File: config.mk
export PLATFORM = sky130hd
export DESIGN_NAME = ram_fifo_top
export DESIGN_NICKNAME = d
export VERILOG_FILES = /design/src/rtl/ram_fifo_pkg.sv /design/src/rtl/ram.sv /design/src/rtl/ram_fifo_top.sv /design/src/rtl/ram_fifo_ctrl.sv
export SDC_FILE = /design/constraint.sdc
export NUM_CORES = 1
export LEC_CHECK = 0
export ABC_AREA = 1
export CAP_MARGIN = 40
export CORE_MARGIN = 3
export CORE_UTILIZATION = 55
export CTS_CLUSTER_DIAMETER = 60
export CTS_CLUSTER_SIZE = 14
export DETAILED_ROUTE_END_ITERATION = 6
export GPL_TIMING_DRIVEN = 0
export PLACE_DENSITY = 0.73
export SLEW_MARGIN = 10
export SYNTH_ARGS = -nofsm -noshare
export SYNTH_HDL_FRONTEND = slang
export SYNTH_SLANG_ARGS = --single-unit
export TNS_END_PERCENT = 1
File: constraint.sdc
create_clock -name clk -period 2.4 [get_ports clk]
set_clock_uncertainty 0.1 [all_clocks]
set_input_delay 0.48 -clock clk [delete_from_list [all_inputs] [get_ports clk]]
set_output_delay 0.48 -clock clk [all_outputs]
set_load 0.02 [all_outputs]
File: src/rtl/ram_fifo_pkg.sv
// Shared sizing for the RAM-backed FIFO controller, the RAM and the benches.
// Latency: n/a (constants and a pointer helper only).
// Backpressure: n/a.
package ram_fifo_pkg;

    localparam int DATA_W = 8;
    localparam int ADDR_W = 4;
    localparam int DEPTH  = 2 ** ADDR_W;
    // Level reaches DEPTH+1 (RAM full plus the prefetched head word).
    localparam int CNT_W  = ADDR_W + 1;

    // Ring pointer advance; wraps DEPTH-1 -> 0 through natural overflow.
    function automatic logic [ADDR_W-1:0] ptr_inc(input logic [ADDR_W-1:0] p);
        return p + ADDR_W'(1);
    endfunction

endpackage

File: src/rtl/ram.sv
// 16x8 single-port synchronous RAM: write or registered read on each edge.
// Latency: write lands on the edge; read data appears one cycle after addr.
// Backpressure: none; one access per cycle, selected by rw.
module ram
    import ram_fifo_pkg::*;
(
    input  logic              clk,
    input  logic              rw,
    input  logic [ADDR_W-1:0] addr,
    input  logic [DATA_W-1:0] indata,
    output logic [DATA_W-1:0] outdata
);

    logic [DATA_W-1:0] mem [DEPTH];

    // Single port: rw=1 stores indata, rw=0 registers the addressed word.
    always_ff @(posedge clk) begin
        if (rw) begin
            mem[addr] <= indata;
        end else begin
            outdata <= mem[addr];
        end
    end

endmodule

File: src/rtl/ram_fifo_top.sv
// Stream FIFO: ram_fifo_ctrl driving the single-port ram.
// Latency: 3 cycles from push into an empty FIFO to out_valid.
// Backpressure: in_ready low when full or when a read takes the port.
module ram_fifo_top
    import ram_fifo_pkg::*;
(
    input  logic              clk,
    input  logic              rst,
    input  logic              in_valid,
    output logic              in_ready,
    input  logic [DATA_W-1:0] in_data,
    output logic              out_valid,
    input  logic              out_ready,
    output logic [DATA_W-1:0] out_data,
    output logic [CNT_W-1:0]  level,
    output logic              full,
    output logic              empty
);

    logic              ram_rw;
    logic [ADDR_W-1:0] ram_addr;
    logic [DATA_W-1:0] ram_indata;
    logic [DATA_W-1:0] ram_outdata;

    ram_fifo_ctrl u_ctrl (
        .clk         (clk),
        .rst         (rst),
        .in_valid    (in_valid),
        .in_ready    (in_ready),
        .in_data     (in_data),
        .out_valid   (out_valid),
        .out_ready   (out_ready),
        .out_data    (out_data),
        .level       (level),
        .full        (full),
        .empty       (empty),
        .ram_rw      (ram_rw),
        .ram_addr    (ram_addr),
        .ram_indata  (ram_indata),
        .ram_outdata (ram_outdata)
    );

    ram u_ram (
        .clk     (clk),
        .rw      (ram_rw),
        .addr    (ram_addr),
        .indata  (ram_indata),
        .outdata (ram_outdata)
    );

endmodule

File: src/rtl/ram_fifo_ctrl.sv
// Valid/ready FIFO controller around a single-port RAM with a 1-word output register.
// Latency: empty-to-out_valid is 3 cycles (write, read issue, read data return).
// Backpressure: reads win the port over writes; in_ready drops when full or reading.
module ram_fifo_ctrl
    import ram_fifo_pkg::*;
(
    input  logic              clk,
    input  logic              rst,
    input  logic              in_valid,
    output logic              in_ready,
    input  logic [DATA_W-1:0] in_data,
    output logic              out_valid,
    input  logic              out_ready,
    output logic [DATA_W-1:0] out_data,
    output logic [CNT_W-1:0]  level,
    output logic              full,
    output logic              empty,
    output logic              ram_rw,
    output logic [ADDR_W-1:0] ram_addr,
    output logic [DATA_W-1:0] ram_indata,
    input  logic [DATA_W-1:0] ram_outdata
);

    logic [ADDR_W-1:0] wr_ptr_q, wr_ptr_d;
    logic [ADDR_W-1:0] rd_ptr_q, rd_ptr_d;
    logic [CNT_W-1:0]  ram_count_q, ram_count_d;
    logic              rd_pend_q, rd_pend_d;
    logic              out_valid_q, out_valid_d;
    logic [DATA_W-1:0] out_data_q, out_data_d;

    logic rd_issue;
    logic wr_fire;

    // Port arbitration: a read is issued whenever the output register will have
    // room for its data; a write only gets the port on cycles with no read.
    always_comb begin
        rd_issue   = !rst && (ram_count_q != '0) && !rd_pend_q
                     && (!out_valid_q || out_ready);
        full       = (ram_count_q == CNT_W'(DEPTH));
        in_ready   = !rst && !full && !rd_issue;
        wr_fire    = in_valid && in_ready;
        ram_rw     = wr_fire;
        ram_indata = in_data;
        if (rst) begin
            ram_addr = '0;
        end else if (wr_fire) begin
            ram_addr = wr_ptr_q;
        end else begin
            ram_addr = rd_ptr_q;
        end
    end

    // Next-state: pointers/count follow the port access; the output register
    // loads returning read data, otherwise drains on a consumer pop.
    always_comb begin
        wr_ptr_d    = wr_ptr_q;
        rd_ptr_d    = rd_ptr_q;
        ram_count_d = ram_count_q;
        rd_pend_d   = rd_issue;
        out_valid_d = out_valid_q;
        out_data_d  = out_data_q;
        if (wr_fire) begin
            wr_ptr_d    = ptr_inc(wr_ptr_q);
            ram_count_d = ram_count_q + CNT_W'(1);
        end
        if (rd_issue) begin
            rd_ptr_d    = ptr_inc(rd_ptr_q);
            ram_count_d = ram_count_q - CNT_W'(1);
        end
        if (rd_pend_q) begin
            out_data_d  = ram_outdata;
            out_valid_d = 1'b1;
        end else if (out_valid_q && out_ready) begin
            out_valid_d = 1'b0;
        end
    end

    // State registers; reset abandons whatever the RAM still holds.
    always_ff @(posedge clk) begin
        if (rst) begin
            wr_ptr_q    <= '0;
            rd_ptr_q    <= '0;
            ram_count_q <= '0;
            rd_pend_q   <= 1'b0;
            out_valid_q <= 1'b0;
            out_data_q  <= '0;
        end else begin
            wr_ptr_q    <= wr_ptr_d;
            rd_ptr_q    <= rd_ptr_d;
            ram_count_q <= ram_count_d;
            rd_pend_q   <= rd_pend_d;
            out_valid_q <= out_valid_d;
            out_data_q  <= out_data_d;
        end
    end

    // Level counts every held word: in RAM, in flight from RAM, and at the output.
    always_comb begin
        out_valid = out_valid_q;
        out_data  = out_data_q;
        level     = ram_count_q + CNT_W'(rd_pend_q) + CNT_W'(out_valid_q);
        empty     = (level == '0);
    end

endmodule

# == Word-level counts from Yosys, hierarchy flattened ==
# Memory sizes are Yosys's and may differ from the RTL's. A register that Yosys moved wholly into a read port is not among the register bits.
# Index checks and enable logic that the tools add are counted.
# classes
add_sub_neg,6
eq_ne,1
mux,8
n_reduce_logical,18
# op_table
operator,count
5-bit by 1-bit adder with 5-bit output,2
5-bit two-way mux,2
"4-bit by 1-bit adder with 4-bit output, second input constant",2
4-bit two-way mux,2
1-bit logical AND,7
1-bit zero test,6
"5-bit by 1-bit adder with 5-bit output, second input constant",1
"5-bit == test, second input constant",1
5-bit zero test,1
5-bit nonzero test,1
"5-bit by 1-bit subtractor with 5-bit output, second input constant",1
1-bit two-way mux,4
2-bit nonzero test,2
1-bit logical OR,1
# word_totals
ff_bits,23
mem_bits_rw,128
out_inout_bits,17
elab_cells,40
mem_count,1
# memory_table
name,depth,width,read_ports,rd_clocked_by_memory_dff,wr,line,text
u_ram.mem,16,8,1,1,1,ram.sv:14,logic [DATA_W-1:0] mem [DEPTH];

# == Longest topological paths before layout ==
# depth
ltp_word,9
ltp_mapped,18

# == Hierarchy ==
# From an unflattened synthesis, not the netlist that was laid out.
# hier_totals
cells_unflattened,723
hier_area_um2,6942.9
# by_module_without_submodules
mod,n_inst,cells_per_inst,area_each_um2,seq_area_each_um2
ram,1,549,5676.7,4083.9
ram_fifo_ctrl,1,174,1266.2,460.4

# == Worst setup path after synthesis ==
# No wires, ideal clock.
# synth_path
kind,register -> output
startpoint,register u_ctrl.rd_pend_q
endpoint,output port empty
arrival_time_ps,2138
path_slack_ps,-318
stages_incl_launch_ff,9
n_path_buf,1
cell_sequence,dfxtp_1 -> inv_2 -> clkbuf_1 -> fa_1 -> inv_1 -> ha_1 -> nand3_1 -> xor2_1 -> nor3_1
# synth_between
elab_chain_cells,3
# synth_rtl
element,line,text
start: declaration,ram_fifo_ctrl.sv:27,"logic rd_pend_q, rd_pend_d;"
start signal: assignment,ram_fifo_ctrl.sv:91,rd_pend_q <= rd_pend_d;
5-bit by 1-bit adder with 5-bit output (2 in a row),ram_fifo_ctrl.sv:101,level = ram_count_q + CNT_W'(rd_pend_q) + CNT_W'(out_valid_q);
net level[4],ram_fifo_top.sv:15,"output logic [CNT_W-1:0] level,"
5-bit zero test,ram_fifo_ctrl.sv:102,empty = (level == '0);
end: declaration,ram_fifo_top.sv:17,output logic empty
# The timed path passes the listed nets, and every way through them passes these cells.

# == Final worst setup path ==
# layout_path
startpoint,register u_ctrl.rd_pend_q
endpoint,output port empty
# layout_between
elab_chain_cells,3
# layout_rtl
element,line
5-bit by 1-bit adder with 5-bit output (2 in a row),ram_fifo_ctrl.sv:101
5-bit zero test,ram_fifo_ctrl.sv:102
# Every way passes these cells.

==> qor_table.md <==
| Step | Result | Value |
| --- | --- | --- |
| place | Worst setup slack before clock tree synthesis | -1160 ps |
| worst setup path | Worst Path Required | 1820 ps |
| worst setup path | Worst r2r dst | u_ram.mem[5][5] |
| routing | Iteration-0 DRC count of the detailed router | 665 |
| global route | Congestion Overflow GR | 0 |
| clock network | Clock net sink count | 159 |
| pwr | Largest vdd supply drop | 0.911 mV |
| layout | Count of inserted antenna diode cells | 0 |
| global route | Antenna violations before repair | 0 |
| yosys | Synth warn | 0 |
| timing | Time the final worst path needs with I/O delays and setup | 2740 ps |
| yosys | Number of synthesized flops with an enable pin | 136 |
| worst setup path | Worst reg2reg path startpoint | u_ctrl.ram_count_q[1] |
| worst setup path | Delay of the slowest cell on the worst path | 370 ps |
| job | Max-Cap Viols | 0 |
| worst setup path | Capturing element type of the critical path | output port |
| place | Quantity of I/O buffers inserted on ports | 28 |
| yosys | Fraction of the yosys area taken by sequential cells | 63.6% |
| worst setup path | Most used cell along the critical path | inv_2 |
| yosys | Primary flip-flop cell chosen by synthesis mapping | edfxtp_1 |
| layout | Post-layout nets | 796 |
| timing | Relative slew slack | 47.0% |
| timing | Tightest Pin Transition | 793 ps |
| global route | GRT Util Overall | 28.1% |
| worst setup path | Largest driver fanout on the critical path | 3 |
| worst setup path | Critical path data arrival time | 2160 ps |
| floorplanning | Height of the chip | 120 um |
| place | Detailed-placement wirelength estimate | 12,500 um |
| yosys | Mean instance size in the synthesized netlist | 9.96 um^2 |
| floorplanning | Initial Util | 57.8% |
| floorplanning | Std cell rows | 40 |
| worst setup path | Critical setup path kind | flop to output port |
| worst setup path | FF-to-FF setup slack | -170 ps |
| layout | Final Util | 70.4% |
| worst hold path | Worst hold path endpoint | u_ctrl.rd_ptr_q[3] |
| routing | Via Count | 5,567 |
| routing | Detail-routed via count per cell | 5.82 |
| clock network | Clock tree buffer depth | 2 |
| clock network | Hold buffer count at CTS | 0 |
| yosys | Unique masters post-synth | 32 |
| routing | DRT Pass-1 Iters | 7 |
| routing | Routed length per placed instance | 20.2 um |
| yosys | Total of flip-flops plus latches after synthesis | 159 |
| clock network | CTS tree | yes |
| layout | Fraction of layout cells with a size suffix above 1 | 17.5% |
| worst hold path | Number of stages on the worst hold path | 2 |
| floorplanning | Floorplan core area | 0.0124 mm^2 |
| yosys | Synth Net Count | 737 |
| floorplanning | Width of the chip | 120 um |
| timing | Worst setup slack after layout | -344 ps |
| clock network | Clock Pin Slew Worst Setup and Hold Paths | 60 ps |
| yosys | Instance count of the mapped netlist | 717 |
| outcome | Violations in the final reports | setup timing |
| floorplanning | Floorplan die area | 0.0144 mm^2 |
| outcome | Run status | finished with violations |
| clock network | Number of buffers added by the clock tree synthesis step | 17 |
| yosys | Summed instance area of the synthesized netlist | 0.00714 mm^2 |
| timing | Maximum frequency from static timing analysis | 0.364 GHz |
| global route | Number of global-route vias before repair | 5,391 |
| global route | Largest net degree at the start of global routing | 18 |
| worst setup path | Crit start category | flop |
| timing | Share of the clock period used by the worst path | 114% |
| worst hold path | Hold Crit Start | u_ctrl.rd_ptr_q[3] |
| pwr | Pleak | 0.00355 uW |
| worst setup path | Depth of the worst register-to-register path | 11 |
| timing | Final setup violation count | 143 |
| timing | Final Hold Fails | 0 |
| routing | DRC violation count after routing | 0 |
| place | Routability congestion estimate | 0.913 |
| clock network | Maximum level of the CTS H-tree | 4 |
| routing | Count of nets left with antenna violations after detail routing | 0 |
| yosys | Post-synthesis async set-or-reset flop share | 0% |
| clock network | Clock latency on the worst-skew pair | 440 ps |
| floorplanning | IO Count | 29 |
| timing | Number of slew-limit violations in the final report | 0 |
| global route | Wire length of the first global-routing pass | 30,000 um |
| worst setup path | Worst-path cell with the longest stage delay | fa_2 |
| clock network | Library cell used as clock root buffer | clkbuf_16 |
| worst setup path | Ordered list of cells on the worst path | inv_2 > buf_8 > fa_2 > inv_2 > ha_4 > nand3_4 > xor2_4 > nor3_4 > buf_6 |
| layout | Layout overhead on the synthesized area | 21.9% |
| pwr | Power Density | 1080 mW/mm^2 |
| timing | Unrepaired setup endpoints after global routing | yes |
| worst hold path | Min-Delay Path Class | flop to flop |
| routing | Post-Route WL | 19,300 um |
[synthesized netlist by cell type (2+ instances only)]
cell	number	area share, %
xor2_1	3	0.37
edfxtp_1	136	57
o21ai_0	20	1.4
nand3_2	2	0.28
buf_1	4	0.21
dfxtp_1	23	6.4
buf_4	3	0.32
clkbuf_1	7	0.37
clkinv_1	3	0.16
nand2_1	297	16
nand3_1	8	0.56
nor2_2	3	0.26
nor2_1	37	1.9
buf_6	3	0.47
inv_2	10	0.53
nor3_1	2	0.14
nand2_2	3	0.26
inv_1	33	1.7
a21oi_1	11	0.77
nand4_1	67	5.9
fa_1	2	0.56
ha_1	6	1.1
nor2_4	5	0.79
buf_2	21	1.5
[per-layer routing]
metal | up-vias | track usage, % | part of all wire (%)
li1 | 2542 | - | -
met1 | 2668 | 37.2 | 39
met2 | 300 | 44.4 | 48
met3 | 57 | 5.09 | 8.7
met4 | 0 | 15.0 | 4.1
met5 | - | 0 | 0
[worst max-delay path, delay by kind of cell (launching register included)]
| family | cells | cell delay [ps] |
|---|---|---|
| adders and majority gates | 2 | 530 |
| buffers and inverters | 4 | 380 |
| DFF | 1 | 350 |
| and+or+nand+nor | 2 | 290 |
| xor gates and xnor gates | 1 | 180 |
[cell usage in the layout (no fill, tap or decap), drive strengths merged]
cell type	n
nand2	301
edfxtp	136
nand4	67
inv	46
nor2	45
buf	45
clkbuf	28
dfxtp	23
o21ai	21
clkdlybuf4s50	19
a21oi	11
nand3	11
ha	6
clkinvlp	5
clkinv	5
bufinv	3
dlygate4sd2	3
xor2	3
nor3	2
fa	2
xnor2	1
a31o	1
a31oi	1
mux2i	1
a41oi	1
dlymetal6s2s	1
clkdlybuf4s15	1
[metrics by stage]
stage / setup TNS [ps] / instance area, um^2 / std cells / hold WS [ps] / total power (uW)
floorplan: -6290 / 7170 / 717 / 343 / 5360
global placement: -147910 / 7660 / 913 / 355 / 6240
detailed placement: -145390 / 7680 / 916 / 363 / 6320
CTS: -14880 / 8660 / 956 / 379 / 9280
global route: -39520 / 8700 / 957 / 391 / 9820
finish: -22980 / 8700 / 957 / 372 / 9370
[flip-flops by register name (all words and copies together), names as in the netlist]
register / flops
u_ctrl.out_data: 8
u_ctrl.out_valid: 1
u_ctrl.ram_count_q: 5
u_ctrl.rd_pend_q: 1
u_ctrl.rd_ptr_q: 4
u_ctrl.wr_ptr_q: 4
u_ram.mem: 128
u_ram.outdata: 8
[power breakdown]
part / total (uW) / internal (uW) / switching, uW
Clock: 2740 / 1640 / 1110
Combinational: 3190 / 1100 / 2090
Sequential: 3440 / 3280 / 155
[cell type report]
cell class	instances	area, um^2
buffer	38	264
clock buffer	19	433
clock inverter	13	163
fill	887	3660
inverter	46	180
multi-input combinational	474	2480
sequential	159	4550
tap	168	210
timing repair buffer	40	422
[cells by family after synthesis]
| kind of cell | after synthesis | share of synthesized area (%) |
|---|---|---|
| XOR/XNOR | 4 | 0.491 |
| AND/OR/NAND/NOR | 426 | 26.2 |
| buffers and inverters | 84 | 5.26 |
| multiplexers | 1 | 0.140 |
| adder cells (fa/ha/maj) | 8 | 1.61 |
| AO/OA/AOI/OAI | 35 | 2.63 |
| flip-flops | 159 | 63.6 |
[how the worst max path moves through the flow]
stage | from | endpoint | slack (ps) | cells after the start
3_3_place_gp | rst | u_ram.mem[10][6] | -1240 | 9
3_5_place_dp | rst | u_ram.mem[8][1] | -1160 | 9
6_report | u_ctrl.rd_pend_q | empty | -340 | 9
5_1_grt | u_ctrl.rd_pend_q | empty | -430 | 9
2_1_floorplan | out_ready | u_ram.mem[11][0] | -100 | 13
4_1_cts | u_ctrl.rd_pend_q | empty | -340 | 10
[timing repair]
action | CTS | global route
endpoints found under the setup margin | 144 | 146
cloned | 0 | 0
buffers inserted | 8 | 1
resized for setup | 101 | 15
pin swaps | 16 | 6
Power figures use the tool's default switching activity.
